## src/rtl/bg_cmd_scheduler.sv

```systemverilog
// Round-robin command scheduler in front of one DDR bank group: tracks the open row of
// each bank and sequences PRE/ACT/RD/WR with tRP/tRCD spacing and BL-beat bursts.
module bg_cmd_scheduler #(
    parameter int ADDRWIDTH     = 17,
    parameter int BANKSPERGROUP = 2,
    parameter int COLS          = 1024,
    parameter int BL            = 8,
    parameter int NREQ          = 2,
    parameter int TRP           = 3,
    parameter int TRCD          = 3,
    localparam int BAWIDTH      = $clog2(BANKSPERGROUP),
    localparam int CADDRWIDTH   = $clog2(COLS),
    localparam int IDW          = $clog2(NREQ)
) (
    input  logic                            clk,
    input  logic                            reset,
    input  logic                            halt,
    input  logic [NREQ-1:0]                 req_valid,
    input  logic [NREQ-1:0]                 req_write,
    input  logic [NREQ*(BAWIDTH+1)-1:0]     req_ba,
    input  logic [NREQ*ADDRWIDTH-1:0]       req_row,
    input  logic [NREQ*CADDRWIDTH-1:0]      req_col,
    output logic [NREQ-1:0]                 req_ready,
    output logic [18:0]                     commands,
    output logic [BAWIDTH:0]                ba,
    output logic [ADDRWIDTH-1:0]            row,
    output logic [CADDRWIDTH-1:0]           column,
    output logic                            dq_oe,
    output logic                            busy,
    output logic                            done,
    output logic [IDW-1:0]                  done_id
);

    localparam int LBW  = $clog2(BL);
    localparam int CNTW = (TRP > TRCD) ? $clog2(TRP + 1) : $clog2(TRCD + 1);

    typedef enum logic [2:0] {StIdle, StPre, StWaitRp, StAct, StWaitRcd, StBurst} state_e;

    state_e                 state_q, state_d;
    logic [IDW-1:0]         ptr_q, ptr_d;
    logic [CNTW-1:0]        cnt_q, cnt_d;
    logic [LBW-1:0]         beat_q, beat_d;
    logic [IDW-1:0]         lat_id_q, lat_id_d;
    logic                   lat_write_q, lat_write_d;
    logic [BAWIDTH:0]       lat_ba_q, lat_ba_d;
    logic [ADDRWIDTH-1:0]   lat_row_q, lat_row_d;
    logic [CADDRWIDTH-1:0]  lat_col_q, lat_col_d;

    logic [BANKSPERGROUP-1:0] open_valid_q, open_valid_d;
    logic [ADDRWIDTH-1:0]     open_row_q [BANKSPERGROUP];
    logic [ADDRWIDTH-1:0]     open_row_d [BANKSPERGROUP];

    logic [NREQ-1:0]        req_ready_d;
    logic [18:0]            commands_d;
    logic [BAWIDTH:0]       ba_d;
    logic [ADDRWIDTH-1:0]   row_d;
    logic [CADDRWIDTH-1:0]  column_d;
    logic                   dq_oe_d, busy_d, done_d;
    logic [IDW-1:0]         done_id_d;

    logic                   grant_found;
    logic [IDW-1:0]         grant_id;
    logic [BAWIDTH:0]       g_ba;
    logic [ADDRWIDTH-1:0]   g_row;
    logic [CADDRWIDTH-1:0]  g_col;
    logic [BAWIDTH-1:0]     g_bank, lat_bank;

    // Lowest valid index overall, then overridden by the lowest valid index >= pointer.
    always_comb begin
        grant_found = 1'b0;
        grant_id    = '0;
        for (int i = NREQ - 1; i >= 0; i--) begin
            if (req_valid[i]) begin
                grant_found = 1'b1;
                grant_id    = IDW'(i);
            end
        end
        for (int i = NREQ - 1; i >= 0; i--) begin
            if (req_valid[i] && (IDW'(i) >= ptr_q)) begin
                grant_id = IDW'(i);
            end
        end
    end

    assign g_ba     = req_ba[int'(grant_id)*(BAWIDTH+1) +: (BAWIDTH+1)];
    assign g_row    = req_row[int'(grant_id)*ADDRWIDTH +: ADDRWIDTH];
    assign g_col    = req_col[int'(grant_id)*CADDRWIDTH +: CADDRWIDTH];
    assign g_bank   = g_ba[BAWIDTH-1:0];
    assign lat_bank = lat_ba_q[BAWIDTH-1:0];

    always_comb begin
        state_d      = state_q;
        ptr_d        = ptr_q;
        cnt_d        = cnt_q;
        beat_d       = beat_q;
        lat_id_d     = lat_id_q;
        lat_write_d  = lat_write_q;
        lat_ba_d     = lat_ba_q;
        lat_row_d    = lat_row_q;
        lat_col_d    = lat_col_q;
        open_valid_d = open_valid_q;
        open_row_d   = open_row_q;
        req_ready_d  = '0;
        commands_d   = '0;
        ba_d         = ba;
        row_d        = row;
        column_d     = column;
        dq_oe_d      = 1'b0;
        done_d       = 1'b0;
        done_id_d    = done_id;

        if (!halt) begin
            unique case (state_q)
                StIdle: begin
                    if (grant_found) begin
                        req_ready_d[grant_id] = 1'b1;
                        ptr_d       = (int'(grant_id) == NREQ - 1) ? '0 : grant_id + 1'b1;
                        lat_id_d    = grant_id;
                        lat_write_d = req_write[grant_id];
                        lat_ba_d    = g_ba;
                        lat_row_d   = g_row;
                        lat_col_d   = g_col;
                        beat_d      = '0;
                        if (!open_valid_q[g_bank]) begin
                            state_d = StAct;
                        end else if (open_row_q[g_bank] == g_row) begin
                            state_d = StBurst;
                        end else begin
                            state_d = StPre;
                        end
                    end
                end
                StPre: begin
                    commands_d[7]          = 1'b1;
                    ba_d                   = lat_ba_q;
                    open_valid_d[lat_bank] = 1'b0;
                    if (TRP > 1) begin
                        state_d = StWaitRp;
                        cnt_d   = CNTW'(TRP - 2);
                    end else begin
                        state_d = StAct;
                    end
                end
                StWaitRp: begin
                    if (cnt_q == '0) state_d = StAct;
                    else             cnt_d   = cnt_q - 1'b1;
                end
                StAct: begin
                    commands_d[18]         = 1'b1;
                    ba_d                   = lat_ba_q;
                    row_d                  = lat_row_q;
                    open_valid_d[lat_bank] = 1'b1;
                    open_row_d[lat_bank]   = lat_row_q;
                    if (TRCD > 1) begin
                        state_d = StWaitRcd;
                        cnt_d   = CNTW'(TRCD - 2);
                    end else begin
                        state_d = StBurst;
                    end
                end
                StWaitRcd: begin
                    if (cnt_q == '0) state_d = StBurst;
                    else             cnt_d   = cnt_q - 1'b1;
                end
                StBurst: begin
                    commands_d[lat_write_q ? 1 : 5] = 1'b1;
                    ba_d     = lat_ba_q;
                    row_d    = lat_row_q;
                    // Wrap the beat within the BL-aligned column block.
                    column_d = lat_col_q;
                    column_d[LBW-1:0] = lat_col_q[LBW-1:0] + beat_q;
                    dq_oe_d  = lat_write_q;
                    if (beat_q == LBW'(BL - 1)) begin
                        done_d    = 1'b1;
                        done_id_d = lat_id_q;
                        state_d   = StIdle;
                    end else begin
                        beat_d = beat_q + 1'b1;
                    end
                end
                default: state_d = StIdle;
            endcase
        end

        busy_d = (state_d != StIdle);
    end

    always_ff @(posedge clk) begin
        if (reset) begin
            state_q      <= StIdle;
            ptr_q        <= '0;
            cnt_q        <= '0;
            beat_q       <= '0;
            lat_id_q     <= '0;
            lat_write_q  <= 1'b0;
            lat_ba_q     <= '0;
            lat_row_q    <= '0;
            lat_col_q    <= '0;
            open_valid_q <= '0;
            for (int b = 0; b < BANKSPERGROUP; b++) begin
                open_row_q[b] <= '0;
            end
            req_ready    <= '0;
            commands     <= '0;
            ba           <= '0;
            row          <= '0;
            column       <= '0;
            dq_oe        <= 1'b0;
            busy         <= 1'b0;
            done         <= 1'b0;
            done_id      <= '0;
        end else begin
            state_q      <= state_d;
            ptr_q        <= ptr_d;
            cnt_q        <= cnt_d;
            beat_q       <= beat_d;
            lat_id_q     <= lat_id_d;
            lat_write_q  <= lat_write_d;
            lat_ba_q     <= lat_ba_d;
            lat_row_q    <= lat_row_d;
            lat_col_q    <= lat_col_d;
            open_valid_q <= open_valid_d;
            open_row_q   <= open_row_d;
            req_ready    <= req_ready_d;
            commands     <= commands_d;
            ba           <= ba_d;
            row          <= row_d;
            column       <= column_d;
            dq_oe        <= dq_oe_d;
            busy         <= busy_d;
            done         <= done_d;
            done_id      <= done_id_d;
        end
    end

endmodule

```

## config.mk

```make
export PLATFORM = sky130hd
export DESIGN_NAME = bg_cmd_scheduler
export DESIGN_NICKNAME = d
export VERILOG_FILES = /design/src/rtl/bg_cmd_scheduler.sv
export SDC_FILE = /design/constraint.sdc
export NUM_CORES = 1
export LEC_CHECK = 0
export CORE_MARGIN = 1.5
export CORE_UTILIZATION = 30
export CTS_BUF_LIST = sky130_fd_sc_hd__clkbuf_16
export CTS_CLUSTER_SIZE = 20
export DETAILED_ROUTE_END_ITERATION = 8
export SLEW_MARGIN = 20
export SYNTH_ARGS = -nofsm -noshare
export SYNTH_HDL_FRONTEND = slang
export SYNTH_SLANG_ARGS = --single-unit
```

## constraint.sdc

```tcl
create_clock -name clk -period 5.25 [get_ports clk]
set_input_delay 1.05 -clock clk [delete_from_list [all_inputs] [get_ports clk]]
set_output_delay 1.05 -clock clk [all_outputs]
set_load 0.02 [all_outputs]
```

* Word level (Yosys, flattened, before mapping)
Cells that the tools add are included.
Storage, ports and cells: input port bits 65, word-level logic and storage cells 130, output and inout port bits 54, register bits after elaboration 130
Operators by class: order comparisons 12, eq/ne operators 10, bitwise gates (word level) 9, multipliers 2, muxes and demuxes 40, reductions and logical operators 28, shifts and indexed selects 3, $add $sub $neg 4
Operators by type and width (number):
- 17-bit 2-to-1 mux | 4
- 34-bit bitwise mux | 1
- 34-bit by 7-bit indexed part select with 17-bit output | 1
- 3-bit 2-to-1 mux | 10
- 20-bit by 6-bit indexed part select with 10-bit output | 1
- 3-bit case mux with 6 select lines | 1
- 17-bit demux with 1-bit select | 1
- 17-bit equality test | 1
- 1-bit 2-to-1 mux | 14
- 2-bit AND reduction | 5
- 3-bit equality test (second input constant) | 3
- 3-bit AND reduction | 3
- 2-bit case mux with 2 select lines | 2
- 2-bit OR reduction | 4
- 3-bit by 2-bit equality test with 1-bit output (second input constant) | 2
- 1-bit logical AND | 6
- 1-bit by 2-bit less-than comparator with 1-bit output (second input constant) | 3
- 3-bit by 6-bit less-than comparator with 1-bit output (second input constant) | 1
- 1-bit by 5-bit multiplier with 6-bit output (second input constant) | 1
- 2-bit != test (second input constant) | 3
- 3-bit case mux with 2 select lines | 1
- 2-bit nonzero test | 3
- 3-bit OR reduction | 2
- 1-bit demux with 5-bit select | 1
- 25 further kinds | 34

* Longest topological paths before layout
depth in word-level cells 16, mapped depth 9, mapped depth without buffers 8

* Worst setup path after synthesis
OpenSTA, ideal clock, no wires.
kind input port to flip-flop, from input port req_valid[0], to register state_q[2], arrival time 2.693 ns, required time 5.163 ns, setup slack 2.470 ns, stages on the path 8, cell sequence inv_1 > o21ai_4 > buf_6 > mux2i_1 > nor3_1 > nand4b_1 > or4_1 > o31ai_1
Between the ends: cells in the longest elaborated chain, start to end 14, elaborated cells on any way between the ends 20, classes of those cells 1 x mul; 1 x eq/ne; 2 x shift; 14 x mux; 1 x bitwise; 1 x reduce/logical
RTL lines:
- from (decl) | line 18 | input logic [NREQ-1:0] req_valid,
- parallel branches: the longest is 11 deep, another holds 1-bit by 5-bit multiplier with 6-bit output
- 3-bit 2-to-1 mux * | line 115 | if (grant_found) begin
- 3-bit case mux with 6 select lines * | line 113 | unique case (state_q)
- 3-bit 2-to-1 mux * | line 112 | if (!halt) begin
- to (signal assigned) | line 190 | state_q <= StIdle;
- to (signal assigned) | line 213 | state_q <= state_d;
- to (decl) | line 39 | state_e state_q, state_d;
Every way passes the cells marked *. The select of a mux whose other input is x is not followed. A chain may end at the register's enable or synchronous reset.

* Worst setup path in the final report
Ends and elaborated chain as after synthesis.

==> impl_results.md <==
* Post-route worst setup slack at approximately 2.0 ns
* Max Cap Viol at 0
* Number of slew-limit violations in the final report at 0
* Most common cell after layout, fill and taps aside: sky130_fd_sc_hd__nand2_1
* Number of buffer cells added on primary ports at ~100
* Number of distinct library cell variants in the gate-level netlist after synthesis at 42
* Power Total at about 2200 uW
* #FFs+latches synth at 114
* Clock skew after layout at between 0.006 and 0.007 ns
* Worst Hold Launch: open_row_q[31]
* Cell leakage power at about 0.0025 uW
* Hold/Removal Path Class: reg -> reg
* Summed negative setup slack over all endpoints at 0 ns
* Top Family by Delay on Critical Path: compound AO/OA/AOI/OAI gates
* Via total after detailed routing at between 4,000 and 5,000
* P&R area growth vs syn at 31.1%
* Number of antenna violations at the first check in global routing at 0
* Type of the setup path with the least slack: in -> reg
* Library cell contributing the largest single delay on the critical path: sky130_fd_sc_hd__o21ai_4
* Total gr overflow at 0
* Power density over the cells at about 320 nW/um^2
* Final Hold Violating Endpoints at 0
* Number of design-rule violations left by the first detailed-router iteration at 260
* Worst setup EP type: register
* Highest attainable clock frequency at 306 MHz
* Maximum buffer depth of the clock tree at 2
* Cell taking the most area after synthesis: sky130_fd_sc_hd__dfxtp_1
* Cell area after technology mapping at around 5100 sq um
* WL/cell at between 10 and 15 um
* R2R cell count at 6
* Critical path launch point type: input port
* Ratio of cells with drive above 1 in the final layout at 0.0489
* Count of yosys warnings during synthesis at 0
* Die width at 133 um
* Most used cells in the layout excluding fill and tap cells: sky130_fd_sc_hd__nand2_1, sky130_fd_sc_hd__dfxtp_1, sky130_fd_sc_hd__clkdlybuf4s50_1, sky130_fd_sc_hd__a21oi_1, sky130_fd_sc_hd__nor2_1
* Number of cell rows at 47
* Effective utilization at floorplan at 0.308
* Boundary pin count at ~120
* Largest cells by area after synthesis: sky130_fd_sc_hd__dfxtp_1, sky130_fd_sc_hd__nand2_1, sky130_fd_sc_hd__mux2i_1
* Number of global-route vias before repair at approximately 4,200
* Worst R2R Setup Slack at about 2.8 ns
* Setup-failing EPs final at 0
* Data required time of the critical path at 5.57 ns
* Utilization after layout at 0.404
* Worst R2R End: state_q[2]
* Worst hold endpoint: open_row_q[31]
* Minimum period implied by the final worst setup slack at between 3 and 4 ns
* Final WL at about 14 mm
* Die ar. at approximately 18,000 sq um
* Worst Tran Pin Value at about 0.84 ns
* CTS tree: done
* Arrival time at the worst endpoint at around 3.6 ns
* Worst slack on hold paths at between 0.4 and 0.5 ns
* Worst slack at placement at ~1.5 ns
* Share of synthesized area occupied by flip-flops and latches at 0.447
* Critical path depth in cells at 8
* RSZ-0062 raised after global routing: false
* Total clock buffers created by CTS at 17
* H-tree Lvls at 4
* Maximum vdd drop at roughly 270 uV
* Avg Synthesized Cell Area at about 8.3 sq um
* Critical Path Max Stage Delay at about 0.59 ns
* Proportion of netlist area held by the largest area contributor at 0.447
* Height of the chip at between 100 and 150 um
* Critical-path maximum fanout at 16
* R2R Path Start: ptr_q
* Post-cts sizing count at 0
* Share of the clock period used by the worst path after layout at 0.623
* DP Wirelength at slightly above 9 mm
* Clock latency reported for the late side of the worst-skew pair at ~0.42 ns
* Clock input transition at the sequential cells of the worst setup and hold paths at about 0.05 ns
* Number of setup buffers added after CTS at 0
* Iteration count of the initial detailed-routing pass at 4
* Core Area at ~17,000 sq um
* GR Util All Layers at 0.160
* Gate Count Post-Synth at roughly 620
* Sequence of cells on the critical path: clkdlybuf4s50_1 > inv_1 > o21ai_4 > mux2i_1 > or3_1 > nand4b_1 > or4_1 > o31ai_1
* Outcome: complete, no violations
* Vias per std cell at between 4 and 5
* Clock tree root driver cell: sky130_fd_sc_hd__clkbuf_16
* Global-route wire length before repair at 22.2 mm
* Final weighted congestion in routability-driven placement at around 0.8
* Worst slew margin relative to its limit at 0.439
* Buffering stage count on the worst path with inverters included at 2
* Hold_buf cts at 0
* Post-layout nets at roughly 770
* Maximum number of pins on one net before global-route repair at 66
* Cell depth of the worst min-delay path at 2
* Clock sink count at 114
* Ant. Diodes at 0
* Residual antenna-violating net count after detailed routing at 0
* Remaining routing DRC violations at 0
flip-flops by register name, summed over array words and instances, names as in the netlist, 2 cells and up, named ones only:
register	cells
ba	2
beat_q	3
cnt_q	2
column	10
commands	4
lat_ba_q	2
lat_col_q	10
lat_row_q	17
open_row_q	34
req_ready	2
row	17
state_q	3
worst max path at each step:
stage | start | to | slack [ns]
2_1_floorplan | req_valid[0] | state_q[2] | 2.47
3_3_place_gp | req_valid[0] | state_q[2] | 1.59
3_5_place_dp | req_valid[0] | state_q[2] | 1.53
4_1_cts | req_valid[0] | state_q[2] | 1.96
5_1_grt | req_valid[0] | state_q[2] | 1.78
6_report | req_valid[0] | state_q[2] | 1.98
kinds of logic after synthesis:
family	after synthesis	share of synthesized area
AOI/OAI and AO/OA	134	0.160
xor gates and xnor gates	14	0.0240
adders and majority gates	5	0.0137
buffers and inverters	66	0.0652
DFF	114	0.447
muxes	45	0.0882
other	1	0.000735
and+or+nand+nor	239	0.201
through the flow:
step	instances	instance area [sq um]
floorplan	632	5160
global placement	904	6200
detailed placement	904	6200
CTS	936	6690
global route	936	6690
finish	936	6690
report_power, final:
group | internal (uW) | leakage, uW | switching, uW
clock network | 576 | 0.000257 | 382
logic | 116 | 0.00130 | 137
registers | 902 | 0.000925 | 36.6
cell usage after synthesis (all sizes together):
library cell	n
nand2	133
dfxtp	114
a21oi	71
nor2	52
mux2i	45
clkbuf	35
a211oi	32
buf	21
o21ai	17
nor3	13
and3	12
xnor2	12
inv	10
a21boi	8
nand3	5
or3	5
ha	4
and2	3
nand4	3
nand4b	3
nand3b	2
nor2b	2
or4	2
xor2	2
a31oi	1
conb	1
fa	1
nand2b	1
nor3b	1
nor4	1
o211ai	1
o21bai	1
o31a	1
o31ai	1
o41ai	1
or2	1
cell type report:
cell class                      instances  area (sq um)
Timing Repair Buffer                  108          1070
Tap cell                              220           275
Fill cell                            1713          9890
Clock buffer                           17           425
Sequential cell                       114          2280
Clock inverter                         15          61.3
Multi-Input combinational cell        452          2540
Inverter                               10          37.5
worst register-to-register path, delay by kind of cell, from the launching register on:
kind,cells,cell delay (ns)
flip-flops,1,0.37
multiplexers,1,0.39
AO/OA/AOI/OAI,2,0.88
AND/OR/NAND/NOR,3,0.75
layer usage:
layer / vias to the layer above / GRT usage / share of wire
met5: - / 0 / 0
met4: 0 / 0.0543 / 0.011
met3: 15 / 0.0438 / 0.051
met2: 112 / 0.260 / 0.48
met1: 2004 / 0.206 / 0.46
li1: 2259 / - / -
No activity file was read; power rests on OpenSTA's default activity.
